**src/rtl/pixel_dispatch_scheduler.sv**
```systemverilog
// Raster pixel scheduler: issues coordinates round-robin to NUM_ENG engines and retires
// their results in the same order through a one-stage AXI-Stream output register.
module pixel_dispatch_scheduler #(
   parameter int X_SIZE  = 640,
   parameter int Y_SIZE  = 480,
   parameter int XW      = 10,
   parameter int YW      = 9,
   parameter int NUM_ENG = 4
) (
   input  logic                  out_stream_aclk,
   input  logic                  periph_reset,
   input  logic                  start,
   input  logic                  continuous,
   output logic                  busy,
   output logic                  frame_done,
   output logic [NUM_ENG-1:0]    eng_req_valid,
   input  logic [NUM_ENG-1:0]    eng_req_ready,
   output logic [XW-1:0]         eng_x,
   output logic [YW-1:0]         eng_y,
   input  logic [NUM_ENG-1:0]    eng_rsp_valid,
   input  logic [32*NUM_ENG-1:0] eng_rsp_data,
   output logic [NUM_ENG-1:0]    eng_rsp_ready,
   output logic [31:0]           out_stream_tdata,
   output logic [3:0]            out_stream_tkeep,
   output logic                  out_stream_tvalid,
   input  logic                  out_stream_tready,
   output logic                  out_stream_tuser,
   output logic                  out_stream_tlast
);
   localparam int PW = (NUM_ENG > 1) ? $clog2(NUM_ENG) : 1;
   localparam logic [PW-1:0] LAST_ENG = PW'(NUM_ENG - 1);
   localparam logic [XW-1:0] LAST_X   = XW'(X_SIZE - 1);
   localparam logic [YW-1:0] LAST_Y   = YW'(Y_SIZE - 1);

   typedef enum logic [1:0] {S_IDLE, S_RUN, S_DRAIN} state_t;
   state_t r_state, w_state_nxt;

   logic [PW-1:0]      r_iptr, r_rptr;
   logic [XW-1:0]      r_x, r_rx;
   logic [YW-1:0]      r_y, r_ry;
   logic [NUM_ENG-1:0] r_pending;
   logic [31:0]        r_tdata;
   logic               r_tvalid, r_tuser, r_tlast, r_teof, r_frame_done;

   logic [NUM_ENG-1:0] w_ionehot, w_ronehot;
   logic               w_issue, w_retire, w_out_free, w_last_acc, w_iss_last;
   logic [31:0]        w_rsp_word;

   // One-hot pointer decodes keep indexing in range for any NUM_ENG.
   assign w_ionehot  = NUM_ENG'(1) << r_iptr;
   assign w_ronehot  = NUM_ENG'(1) << r_rptr;
   assign w_out_free = !r_tvalid || out_stream_tready;
   assign w_iss_last = (r_x == LAST_X) && (r_y == LAST_Y);
   assign w_last_acc = r_tvalid && out_stream_tready && r_teof;
   assign w_issue    = |(eng_req_valid & eng_req_ready);
   assign w_retire   = |(eng_rsp_ready & eng_rsp_valid);

   always_comb begin
      eng_req_valid = '0;
      eng_rsp_ready = '0;
      if (r_state == S_RUN && !(|(r_pending & w_ionehot)))
         eng_req_valid = w_ionehot;
      if (r_state != S_IDLE && (|(r_pending & w_ronehot)) && w_out_free)
         eng_rsp_ready = w_ronehot;
   end

   always_comb begin
      w_rsp_word = '0;
      for (int unsigned i = 0; i < NUM_ENG; i++)
         if (r_rptr == PW'(i)) w_rsp_word = eng_rsp_data[32*i +: 32];
   end

   always_comb begin
      w_state_nxt = r_state;
      case (r_state)
         S_IDLE:  if (start) w_state_nxt = S_RUN;
         S_RUN:   if (w_issue && w_iss_last) w_state_nxt = S_DRAIN;
         S_DRAIN: if (w_last_acc) w_state_nxt = continuous ? S_RUN : S_IDLE;
         default: w_state_nxt = S_IDLE;
      endcase
   end

   always_ff @(posedge out_stream_aclk) begin
      if (periph_reset) r_state <= S_IDLE;
      else              r_state <= w_state_nxt;
   end

   always_ff @(posedge out_stream_aclk) begin
      if (periph_reset) begin
         r_iptr       <= '0;
         r_rptr       <= '0;
         r_x          <= '0;
         r_y          <= '0;
         r_rx         <= '0;
         r_ry         <= '0;
         r_pending    <= '0;
         r_tdata      <= '0;
         r_tvalid     <= 1'b0;
         r_tuser      <= 1'b0;
         r_tlast      <= 1'b0;
         r_teof       <= 1'b0;
         r_frame_done <= 1'b0;
      end else begin
         r_frame_done <= w_last_acc;
         r_pending    <= (r_pending & ~(w_retire ? w_ronehot : '0)) | (w_issue ? w_ionehot : '0);
         if (w_issue) begin
            r_iptr <= (r_iptr == LAST_ENG) ? '0 : r_iptr + 1'b1;
            if (r_x == LAST_X) begin
               r_x <= '0;
               r_y <= (r_y == LAST_Y) ? '0 : r_y + 1'b1;
            end else begin
               r_x <= r_x + 1'b1;
            end
         end
         if (w_retire) begin
            r_rptr   <= (r_rptr == LAST_ENG) ? '0 : r_rptr + 1'b1;
            r_tdata  <= w_rsp_word;
            r_tvalid <= 1'b1;
            r_tuser  <= (r_rx == '0) && (r_ry == '0);
            r_tlast  <= (r_rx == LAST_X);
            r_teof   <= (r_rx == LAST_X) && (r_ry == LAST_Y);
            if (r_rx == LAST_X) begin
               r_rx <= '0;
               r_ry <= (r_ry == LAST_Y) ? '0 : r_ry + 1'b1;
            end else begin
               r_rx <= r_rx + 1'b1;
            end
         end else if (out_stream_tready) begin
            r_tvalid <= 1'b0;
            r_tuser  <= 1'b0;
            r_tlast  <= 1'b0;
            r_teof   <= 1'b0;
         end
      end
   end

   assign busy              = (r_state != S_IDLE);
   assign frame_done        = r_frame_done;
   assign eng_x             = r_x;
   assign eng_y             = r_y;
   assign out_stream_tdata  = r_tdata;
   assign out_stream_tkeep  = 4'hF;
   assign out_stream_tvalid = r_tvalid;
   assign out_stream_tuser  = r_tuser;
   assign out_stream_tlast  = r_tlast;
endmodule

```
**config.mk**
```make
export PLATFORM = sky130hd
export DESIGN_NAME = pixel_dispatch_scheduler
export DESIGN_NICKNAME = d
export VERILOG_FILES = /design/src/rtl/pixel_dispatch_scheduler.sv
export SDC_FILE = /design/constraint.sdc
export NUM_CORES = 1
export LEC_CHECK = 0
export ABC_AREA = 1
export ABC_CLOCK_PERIOD_IN_PS = 2550
export CAP_MARGIN = 20
export CORE_MARGIN = 5
export CORE_UTILIZATION = 46
export CTS_BUF_LIST = sky130_fd_sc_hd__clkbuf_8
export DETAILED_ROUTE_END_ITERATION = 12
export PLACE_DENSITY_LB_ADDON = 0.3
export SLEW_MARGIN = 20
export SYNTH_ARGS = -nofsm -noshare
export SYNTH_HDL_FRONTEND = slang
export SYNTH_SLANG_ARGS = --single-unit
```
**constraint.sdc**
```tcl
create_clock -name out_stream_aclk -period 2.55 [get_ports out_stream_aclk]
set_input_delay 0.51 -clock out_stream_aclk [delete_from_list [all_inputs] [get_ports out_stream_aclk]]
set_output_delay 0.51 -clock out_stream_aclk [all_outputs]
set_load 0.01 [all_outputs]
```
==> results of run 1 <==
==> area by class of cell <==
type / count / share of cell area
multi-input combinational: 633 / 0.413
tap: 143 / 0.0233
inverter: 58 / 0.0284
clock buffer: 12 / 0.0215
clock inverter: 4 / 0.00310
timing repair buffer: 225 / 0.289
sequential: 85 / 0.222
==> power breakdown <==
part           leakage, nW  total, W  internal (W)  switching (W)
Combinational         2.17  0.000686      0.000372       0.000314
Sequential           0.686   0.00139       0.00136      0.0000270
Clock                0.101  0.000922      0.000430       0.000492
==> worst reg2reg max path, cell delays in order, from the launching register on <==
cell and delay [ns]:
dfxtp_1 0.39, ha_2 0.21, buf_4 0.47, nand4_1 0.21, nand2_2 0.20, inv_2 0.06, nand2_4 0.08, buf_12 0.20
nand3_1 0.11, a21oi_1 0.16
==> per-layer routing <==
metal / vias to the layer above / routed length [um]
met5: - / 0
met4: 0 / 382
met2: 181 / 8150
met1: 2667 / 6980
li1: 3081 / -
met3: 27 / 1200
==> cells in the mapped netlist (2+ instances only) <==
cell type / count / share of area
a21oi_1: 68 / 0.063
a21oi_2: 13 / 0.021
buf_1: 3 / 0.0021
buf_2: 5 / 0.0047
buf_4: 9 / 0.013
buf_6: 6 / 0.013
buf_8: 2 / 0.0056
clkbuf_1: 25 / 0.017
dfxtp_1: 85 / 0.32
ha_1: 14 / 0.033
inv_1: 54 / 0.038
inv_2: 4 / 0.0028
nand2_1: 165 / 0.12
nand2_2: 10 / 0.012
nand3_1: 63 / 0.059
nand3_2: 7 / 0.013
nand3b_1: 2 / 0.0028
nand4_1: 17 / 0.020
nor2_1: 118 / 0.083
nor2_2: 3 / 0.0035
nor3_1: 9 / 0.0084
nor4_1: 2 / 0.0023
o21a_1: 3 / 0.0042
o21ai_0: 94 / 0.088
o21ai_1: 12 / 0.011
or2_2: 4 / 0.0047
xor2_1: 18 / 0.029
==> registers in the layout, summed over array words and instances (netlist names), 2 cells and up <==
register	cells
out_stream_tdata	32
eng_x	10
r_rx	10
eng_y	9
r_ry	9
r_pending	4
r_iptr	2
r_rptr	2
r_state	2
==> worst max path at each step <==
stage	startpoint	endpoint
2_1_floorplan	r_rptr[0]	eng_rsp_ready[3]
3_3_place_gp	out_stream_tready	eng_rsp_ready[0]
3_5_place_dp	out_stream_tready	eng_rsp_ready[0]
4_1_cts	r_iptr[0]	eng_req_valid[3]
5_1_grt	r_iptr[1]	eng_req_valid[0]
6_report	r_iptr[1]	eng_req_valid[3]
==> metrics by stage <==
stage	cell area [um2]	hold WS [ns]	total power, W	utilization	setup TNS, ns
floorplan	5370	0.445	0.00175	-	0
global placement	7480	0.462	0.00210	0.655	-0.00281
detailed placement	7480	0.473	0.00211	0.655	0
CTS	7670	0.487	0.00302	0.671	0
global route	7670	0.512	0.00315	0.671	0
finish	7670	0.489	0.00300	0.671	0
==> what timing repair did <==
item	CTS	global route
gates resized for setup	10	1
endpoints found under the setup margin	8	4
pin swaps	0	0
setup buffers	0	0
==> kinds of logic (layout without fill, tap and decap cells) <==
logic type | after synthesis | in the layout | synth area share
simple gates | 404 | 404 | 0.331
xor+xnor | 19 | 19 | 0.0310
compound gates | 192 | 192 | 0.191
fa+ha+maj | 14 | 14 | 0.0327
other cells | 1 | 4 | 0.000699
flops | 85 | 85 | 0.317
buf+inv | 109 | 299 | 0.0966
==> flow_metrics.env, run 1 <==
export IMPL_path_buf_inv=3
export IMPL_worst_path_max_fanout=5
export IMPL_worst_ep_required_time_ns=2.04
export IMPL_finalWirelength_um=16700
export IMPL_io_pins=209
export IMPL_period_needed_ns=2.41
export IMPL_fmax_mhz=414
export IMPL_ys_ff_latch=85
export IMPL_status="completed"
export IMPL_setup_viol=0
export IMPL_finClkSkew_ns=0.00826
export IMPL_min_delay_path_depth=2
export IMPL_first_global_vias=5593
export IMPL_cts_tree="built"
export IMPL_multi_input_area_mm2=0.00316
export IMPL_nets=1167
export IMPL_final_common_cell="clkdlybuf4s50_1"
export IMPL_start_util=0.470
export IMPL_grt_max_degree=67
export IMPL_h_tree_depth=3
export IMPL_r2r_end="r_ry[3]"
export IMPL_port_buffers=204
export IMPL_power_density_mw_per_mm2=391
export IMPL_cp_start_kind="flop"
export IMPL_finalWorstSetupSlack_ns=0.135
export IMPL_use_met1=0.267
export IMPL_min_from="r_pending[2]"
export IMPL_r2r_cells=9
export IMPL_avgSynthCellArea_um2=6.51
export IMPL_worst_slew_pin_slew_ns=0.626
export IMPL_fp_dieW_um=118
export IMPL_cts_sinks=85
export IMPL_rsz0062_at_grt="false"
export IMPL_instances_no_fill=1160
export IMPL_drtIter0Drc=452
export IMPL_fillers=1050
export IMPL_finalHoldViolations=0
export IMPL_globalRouteOverflowTotal=0
export IMPL_async_reset_ff_frac=0
export IMPL_max_stage_delay_ns=0.38
export IMPL_maxCapViolCount=0
export IMPL_dpl_hpwl_um=12400
export IMPL_row_count=39
export IMPL_firstDrtPassIters=5
export IMPL_grt_util_met3=0.0577
export IMPL_mostFrequentLayoutCells="196 x clkdlybuf4s50_1, 164 x nand2_1, 118 x nor2_1"
export IMPL_min_path_type="reg2reg"
export IMPL_hold_buffers=0
export IMPL_clockBufferDepth=2
export IMPL_yosys_most_used_dff="dfxtp_1"
export IMPL_hold_path_end="r_pending[2]"
export IMPL_syn_inst=824
export IMPL_arrival_ns=1.90
export IMPL_ys_seq_area_frac=0.317
export IMPL_dieArea_mm2=0.0139
export IMPL_drc=0
export IMPL_clk_pin_slew_ns=0.09
export IMPL_grt_first_pass_wirelength_um=27100
export IMPL_yosys_warnings=0
export IMPL_crit_slowest_cell="dfxtp_1"
export IMPL_r2r_start="r_rptr[0]"
export IMPL_gp_congestion=0.901
export IMPL_worst_setup_path_end_kind="primary output"
export IMPL_timing_slew_headroom=0.578
export IMPL_ant_nets=0
export IMPL_crit_chain="inv_1, ha_1, nand2_1, inv_1, nor2_4, nand2_1, nor2_1, dlygate4sd2_1"
export IMPL_drive_gt1_frac=0.0816
export IMPL_die_h_um=118
export IMPL_crit_type="reg2out"
export IMPL_path_depth=8
export IMPL_grtUsageMet2=0.411
export IMPL_synth_edff_count=0
export IMPL_rrSetupSlack_ns=0.40
export IMPL_cts_root_buf="clkbuf_8"
export IMPL_cp_top_family="simple AND/OR/NAND/NOR gates"
export IMPL_placed_cells=1144
export IMPL_top_usage_layer="met2"
export IMPL_synth_area_mm2=0.00536
export IMPL_insertion_delay_ns=0.36
export IMPL_syn2layout_area_growth_pct=43.0
export IMPL_place_ws_ns=0.0333
export IMPL_core_area_mm2=0.0114
export IMPL_fin_crit_sh=0.947
export IMPL_synth_cell_type_count=36
export IMPL_antenna_found_initial=0
export IMPL_routedWlPerCell_um=14.4
export IMPL_final_seq_area_mm2=0.00170
export IMPL_cts_buffers=9
export IMPL_leakagePower_nw=2.96
export IMPL_ir_worst_vdd_mv=0.284
export IMPL_diodes=0
export IMPL_viasPerCell=5.13
export IMPL_drv_slew=0
export IMPL_vias=5956
export IMPL_grtUsageTotal=0.231
Note: power is estimated with default switching activity, not from simulation.
==> run 2, diff against run 1 <==
--- a/config.mk
+++ b/config.mk
@@ -12,7 +12,8 @@
 export CORE_UTILIZATION = 46
 export CTS_BUF_LIST = sky130_fd_sc_hd__clkbuf_8
 export DETAILED_ROUTE_END_ITERATION = 12
-export PLACE_DENSITY_LB_ADDON = 0.3
+export GPL_TIMING_DRIVEN = 1
+export PLACE_DENSITY = 0.93
 export SLEW_MARGIN = 20
 export SYNTH_ARGS = -nofsm -noshare
 export SYNTH_HDL_FRONTEND = slang
==> run 2 against run 1 <==
  * Clock power up 5.7%
  * Sequential share of layout area down 0.13 points
  * Cell area up 0.59%
  * Register-to-register slack worse by 0.07 ns
  * Sequential power about the same
  * Setup slack worse by 0.00094 ns
  * Flip-flop and latch count unchanged
  * Routed wire length up 2.1%
  * Count of clock-buffer cells in the layout down 3
==> flow_metrics.env, run 2 (same netlist as run 1, synthesis figures left out) <==
export IMPL_final_area_mm2=0.00771
export IMPL_setup_viol=0
export IMPL_firstDrtPassIters=5
export IMPL_status="completed"
export IMPL_min_path_type="reg2reg"
export IMPL_diodes=0
export IMPL_dieArea_mm2=0.0139
export IMPL_drv_slew=0
export IMPL_routedWlPerCell_um=14.7
export IMPL_final_common_cell="clkdlybuf4s50_1"
export IMPL_gp_congestion=0.911
export IMPL_arrival_ns=1.91
export IMPL_row_count=39
export IMPL_finalWirelength_um=17100
export IMPL_core_area_mm2=0.0114
export IMPL_mostFrequentLayoutCells="196 x clkdlybuf4s50_1, 163 x nand2_1, 118 x nor2_1"
export IMPL_grt_first_pass_wirelength_um=27400
export IMPL_hold_path_end="out_stream_tuser"
export IMPL_h_tree_depth=3
export IMPL_viasPerCell=5.32
export IMPL_grt_max_degree=67
export IMPL_fin_crit_sh=0.947
export IMPL_min_delay_path_depth=2
export IMPL_die_h_um=118
export IMPL_rrSetupSlack_ns=0.33
export IMPL_globalRouteOverflowTotal=0
export IMPL_dpl_hpwl_um=12900
export IMPL_drive_gt1_frac=0.0855
export IMPL_placed_area_mm2=0.00749
export IMPL_r2r_end="eng_y[3]"
export IMPL_finalSetupTns_ns=0
export IMPL_cts_tree="built"
export IMPL_drc=0
export IMPL_antenna_found_initial=0
export IMPL_finClkSkew_ns=0.0173
export IMPL_start_util=0.470
export IMPL_fp_dieW_um=118
export IMPL_port_buffers=204
export IMPL_fillers=959
export IMPL_worst_path_max_fanout=35
export IMPL_ant_nets=0
export IMPL_timing_slew_headroom=0.586
export IMPL_syn2layout_area_growth_pct=43.8
export IMPL_first_global_vias=5774
export IMPL_vias=6176
export IMPL_cts_buffers=9
export IMPL_cts_sinks=85
export IMPL_hold_buffers=0
export IMPL_r2r_start="r_iptr[1]"
export IMPL_min_from="out_stream_tuser"
export IMPL_maxCapViolCount=0
export IMPL_grtUsageTotal=0.233
export IMPL_finalHoldViolations=0
export IMPL_clockBufferDepth=2
export IMPL_ir_worst_vdd_mv=0.287
export IMPL_nets=1168
export IMPL_worst_ep_required_time_ns=2.04
export IMPL_worst_setup_path_end_kind="primary output"
export IMPL_drtIter0Drc=592
export IMPL_worst_slew_pin_slew_ns=0.614
export IMPL_crit_type="reg2out"
export IMPL_period_needed_ns=2.42
export IMPL_leakagePower_nw=2.97
export IMPL_clk_pin_slew_ns=0.09
export IMPL_cts_root_buf="clkbuf_8"
export IMPL_cp_start_kind="flop"
export IMPL_fmax_mhz=414
export IMPL_largest_reg_flops=32
export IMPL_rsz0062_at_grt="false"
export IMPL_r2r_cells=13
export IMPL_power_density_mw_per_mm2=398
export IMPL_insertion_delay_ns=0.36
export IMPL_io_pins=209
-- run 2: cell count changes in the layout (fill, tap and decap cells not counted), sizes merged --
| cell | change |
|---|---|
| buf | +1 |
| inv | +1 |
| dlymetal6s2s | +1 |
| dlygate4sd2 | -1 |
| clkinv | -1 |
| bufinv | +1 |
| clkbuf | -3 |
| clkinvlp | +2 |
-- run 2: cell type report --
cell class | instances | area [um2] | share of cell area
clock buffer | 9 | 124 | 0.0161
clock inverter | 7 | 73.8 | 0.00957
inverter | 58 | 218 | 0.0282
multi-input combinational | 633 | 3170 | 0.411
sequential | 85 | 1700 | 0.221
tap | 143 | 179 | 0.0232
timing repair buffer | 226 | 2250 | 0.291
-- run 2: how the worst max path moves through the flow --
stage	start	end	slack, ns	depth (start not counted)
2_1_floorplan	r_rptr[0]	eng_rsp_ready[3]	0.70	5
3_3_place_gp	out_stream_tready	eng_rsp_ready[0]	-0.08	6
3_5_place_dp	out_stream_tready	eng_rsp_ready[0]	-0.14	6
4_1_cts	r_rptr[0]	eng_rsp_ready[2]	-0.03	6
5_1_grt	r_rptr[1]	eng_rsp_ready[0]	0.001	6
6_report	r_rptr[0]	eng_rsp_ready[0]	0.13	6
-- run 2: layer usage --
metal	GRT usage	up-vias	routed length, um
met5	0	-	0
met4	0.0968	0	548
met3	0.0538	43	1240
met2	0.419	250	8560
met1	0.264	2806	6720
li1	-	3077	-
-- run 2: worst max-delay path, stage by stage, from the launching register on --
cell	delay, ns
dfxtp_1	0.35
inv_1	0.11
ha_1	0.17
buf_4	0.35
inv_1	0.08
nor2_1	0.15
dlygate4sd2_1	0.32
-- run 2: report_power, final --
part           switching [W]  leakage, nW  internal (W)
clock               0.000519       0.0937      0.000456
sequential         0.0000273        0.686       0.00136
combinational       0.000325         2.19      0.000377
-- run 2: stage by stage --
stage / worst slack (ns) / hold WS (ns) / power, W / util / instances
after floorplan: 0.703 / 0.445 / 0.00175 / - / 827
after global placement: -0.0775 / 0.461 / 0.00210 / 0.656 / 1144
after detailed placement: -0.143 / 0.466 / 0.00211 / 0.656 / 1144
after CTS: -0.0341 / 0.482 / 0.00308 / 0.674 / 1161
after global routing: 0.00112 / 0.507 / 0.00321 / 0.675 / 1161
final: 0.134 / 0.476 / 0.00307 / 0.675 / 1161
-- run 2: repair_timing --
item,CTS,global route
setup buffers,1,0
setup endpoints to repair,8,1
gates resized for setup,11,4
pin swaps,1,0
endpoints found under the hold margin,0,0
==> run 3, diff against run 2 <==
==> constraint.sdc (replaced) <==
create_clock -name out_stream_aclk -period 2.55 [get_ports out_stream_aclk]
set_input_delay 0.51 -clock out_stream_aclk [delete_from_list [all_inputs] [get_ports out_stream_aclk]]
set_output_delay 0.51 -clock out_stream_aclk [all_outputs]
set_load 0.02 [all_outputs]
==> run 3 against run 2 <==
  * Combinational power increased by 3.1%
  * Highest routed layer unchanged
  * Register-to-register slack got worse by 0.02 ns
  * Setup slack got worse by 0.065 ns
  * Cell area about the same
  * First-iteration DRC count decreased by 13%
  * Largest power group unchanged
==> flow_metrics.env, run 3 (same netlist as run 1, synthesis figures left out) <==
export IMPL_final_common_cell="clkdlybuf4s50_1"
export IMPL_grt_max_degree=67
export IMPL_placed_cells=1145
export IMPL_dpl_hpwl_um=12600
export IMPL_vias=6102
export IMPL_gp_congestion=0.917
export IMPL_arrival_ns=1.97
export IMPL_seq_power_share=0.437
export IMPL_dieArea_mm2=0.0139
export IMPL_cts_tree="built"
export IMPL_drive_gt1_frac=0.0892
export IMPL_setup_viol=0
export IMPL_leakagePower_nw=2.97
export IMPL_cts_buffers=9
export IMPL_p_clk_frac=0.336
export IMPL_port_buffers=204
export IMPL_fmax_mhz=403
export IMPL_largest_reg_flops=32
export IMPL_worst_slew_pin_slew_ns=0.577
export IMPL_period_needed_ns=2.48
export IMPL_crit_type="in2out"
export IMPL_h_tree_depth=3
export IMPL_finalHoldViolations=0
export IMPL_io_pins=209
export IMPL_grtUsageTotal=0.229
export IMPL_fin_crit_sh=0.973
export IMPL_antenna_found_initial=0
export IMPL_viasPerCell=5.25
export IMPL_timing_slew_headroom=0.615
export IMPL_p_comb_frac=0.227
export IMPL_ant_nets=0
export IMPL_intPower_w=0.00232
export IMPL_drtIter0Drc=515
export IMPL_clk_pin_slew_ns=0.08
export IMPL_status="completed"
export IMPL_row_count=39
export IMPL_rsz0062_at_grt="false"
export IMPL_cts_sinks=85
export IMPL_worst_path_max_fanout=4
export IMPL_finClkSkew_ns=0.0140
export IMPL_power_total_w=0.00318
export IMPL_drv_slew=0
export IMPL_globalRouteOverflowTotal=0
export IMPL_diodes=0
export IMPL_cts_root_buf="clkbuf_8"
export IMPL_instances_no_fill=1163
export IMPL_power_density_mw_per_mm2=413
export IMPL_syn2layout_area_growth_pct=43.8
export IMPL_firstDrtPassIters=5
export IMPL_cp_start_kind="input port"
export IMPL_maxCapViolCount=0
export IMPL_fp_dieW_um=118
export IMPL_die_h_um=118
export IMPL_ir_worst_vdd_mv=0.287
export IMPL_routedWlPerCell_um=14.6
export IMPL_worst_setup_path_end_kind="primary output"
export IMPL_finalWirelength_um=16900
export IMPL_mostFrequentLayoutCells="196 x clkdlybuf4s50_1, 164 x nand2_1, 118 x nor2_1"
export IMPL_worst_ep_required_time_ns=2.04
export IMPL_first_global_vias=5769
export IMPL_grt_first_pass_wirelength_um=27300
export IMPL_clockBufferDepth=2
export IMPL_min_path_type="reg2reg"
export IMPL_p_sw_w=0.000867
export IMPL_p_sw_frac=0.272
export IMPL_insertion_delay_ns=0.35
export IMPL_start_util=0.470
export IMPL_drc=0
export IMPL_fillers=965
export IMPL_core_area_mm2=0.0114
export IMPL_nets=1170
run 3: what timing repair did:
action | 4_1_cts | 5_1_grt
setup endpoints to repair | 8 | 7
pin swaps | 0 | 1
setup buffers | 0 | 2
resized for setup | 13 | 7
hold buffers | 0 | 0
run 3: final cells by class:
type	count	area, um2	area share
Clock buffer	10	138	0.0178
Timing Repair Buffer	228	2230	0.289
Sequential cell	85	1700	0.221
Clock inverter	6	87.6	0.0114
Inverter	58	218	0.0282
Multi-Input combinational cell	633	3160	0.410
Tap cell	143	179	0.0232
run 3: worst paths after layout:
check	startpoint	to	slack, ns	cells past startpoint
max	out_stream_tready	eng_rsp_ready[3]	0.07	6
min	out_stream_tdata[12]	out_stream_tdata[12]	0.48	2
max reg2reg	r_iptr[0]	eng_y[7]	0.31	13
min reg2reg	out_stream_tdata[12]	out_stream_tdata[12]	0.48	2
run 3: routing by layer:
metal / vias up / global-route usage / part of all wire
li1: 3081 / - / -
met1: 2761 / 0.273 / 0.40
met2: 233 / 0.416 / 0.51
met3: 27 / 0.0418 / 0.071
met4: 0 / 0.0695 / 0.019
met5: - / 0 / 0
run 3: power by group through the flow:
stage / clock (W) / sequential, W / combinational [W]
global placement: 0 / 0.00142 / 0.000702
finish: 0.00107 / 0.00139 / 0.000724
CTS: 0.00108 / 0.00139 / 0.000719
floorplan: 0 / 0.00144 / 0.000329
global route: 0.00113 / 0.00139 / 0.000788
detailed placement: 0 / 0.00142 / 0.000715
run 3: worst max-delay path, stage by stage:
cell	delay (ns)
clkdlybuf4s50_1	0.54
nor2_1	0.10
nor2_2	0.19
nand2_1	0.16
nor2_1	0.13
dlygate4sd2_1	0.34
run 3: per-stage QoR:
stage	setup WS (ns)	utilization	setup TNS, ns	area [um2]	hold WS (ns)
6_report	0.0694	0.675	0	7710	0.484
5_1_grt	0.0351	0.675	0	7710	0.508
4_1_cts	0.00699	0.675	0	7710	0.490
3_3_place_gp	-0.140	0.656	-0.546	7490	0.461
3_5_place_dp	-0.242	0.656	-0.775	7490	0.473
2_1_floorplan	0.580	-	0	5370	0.445
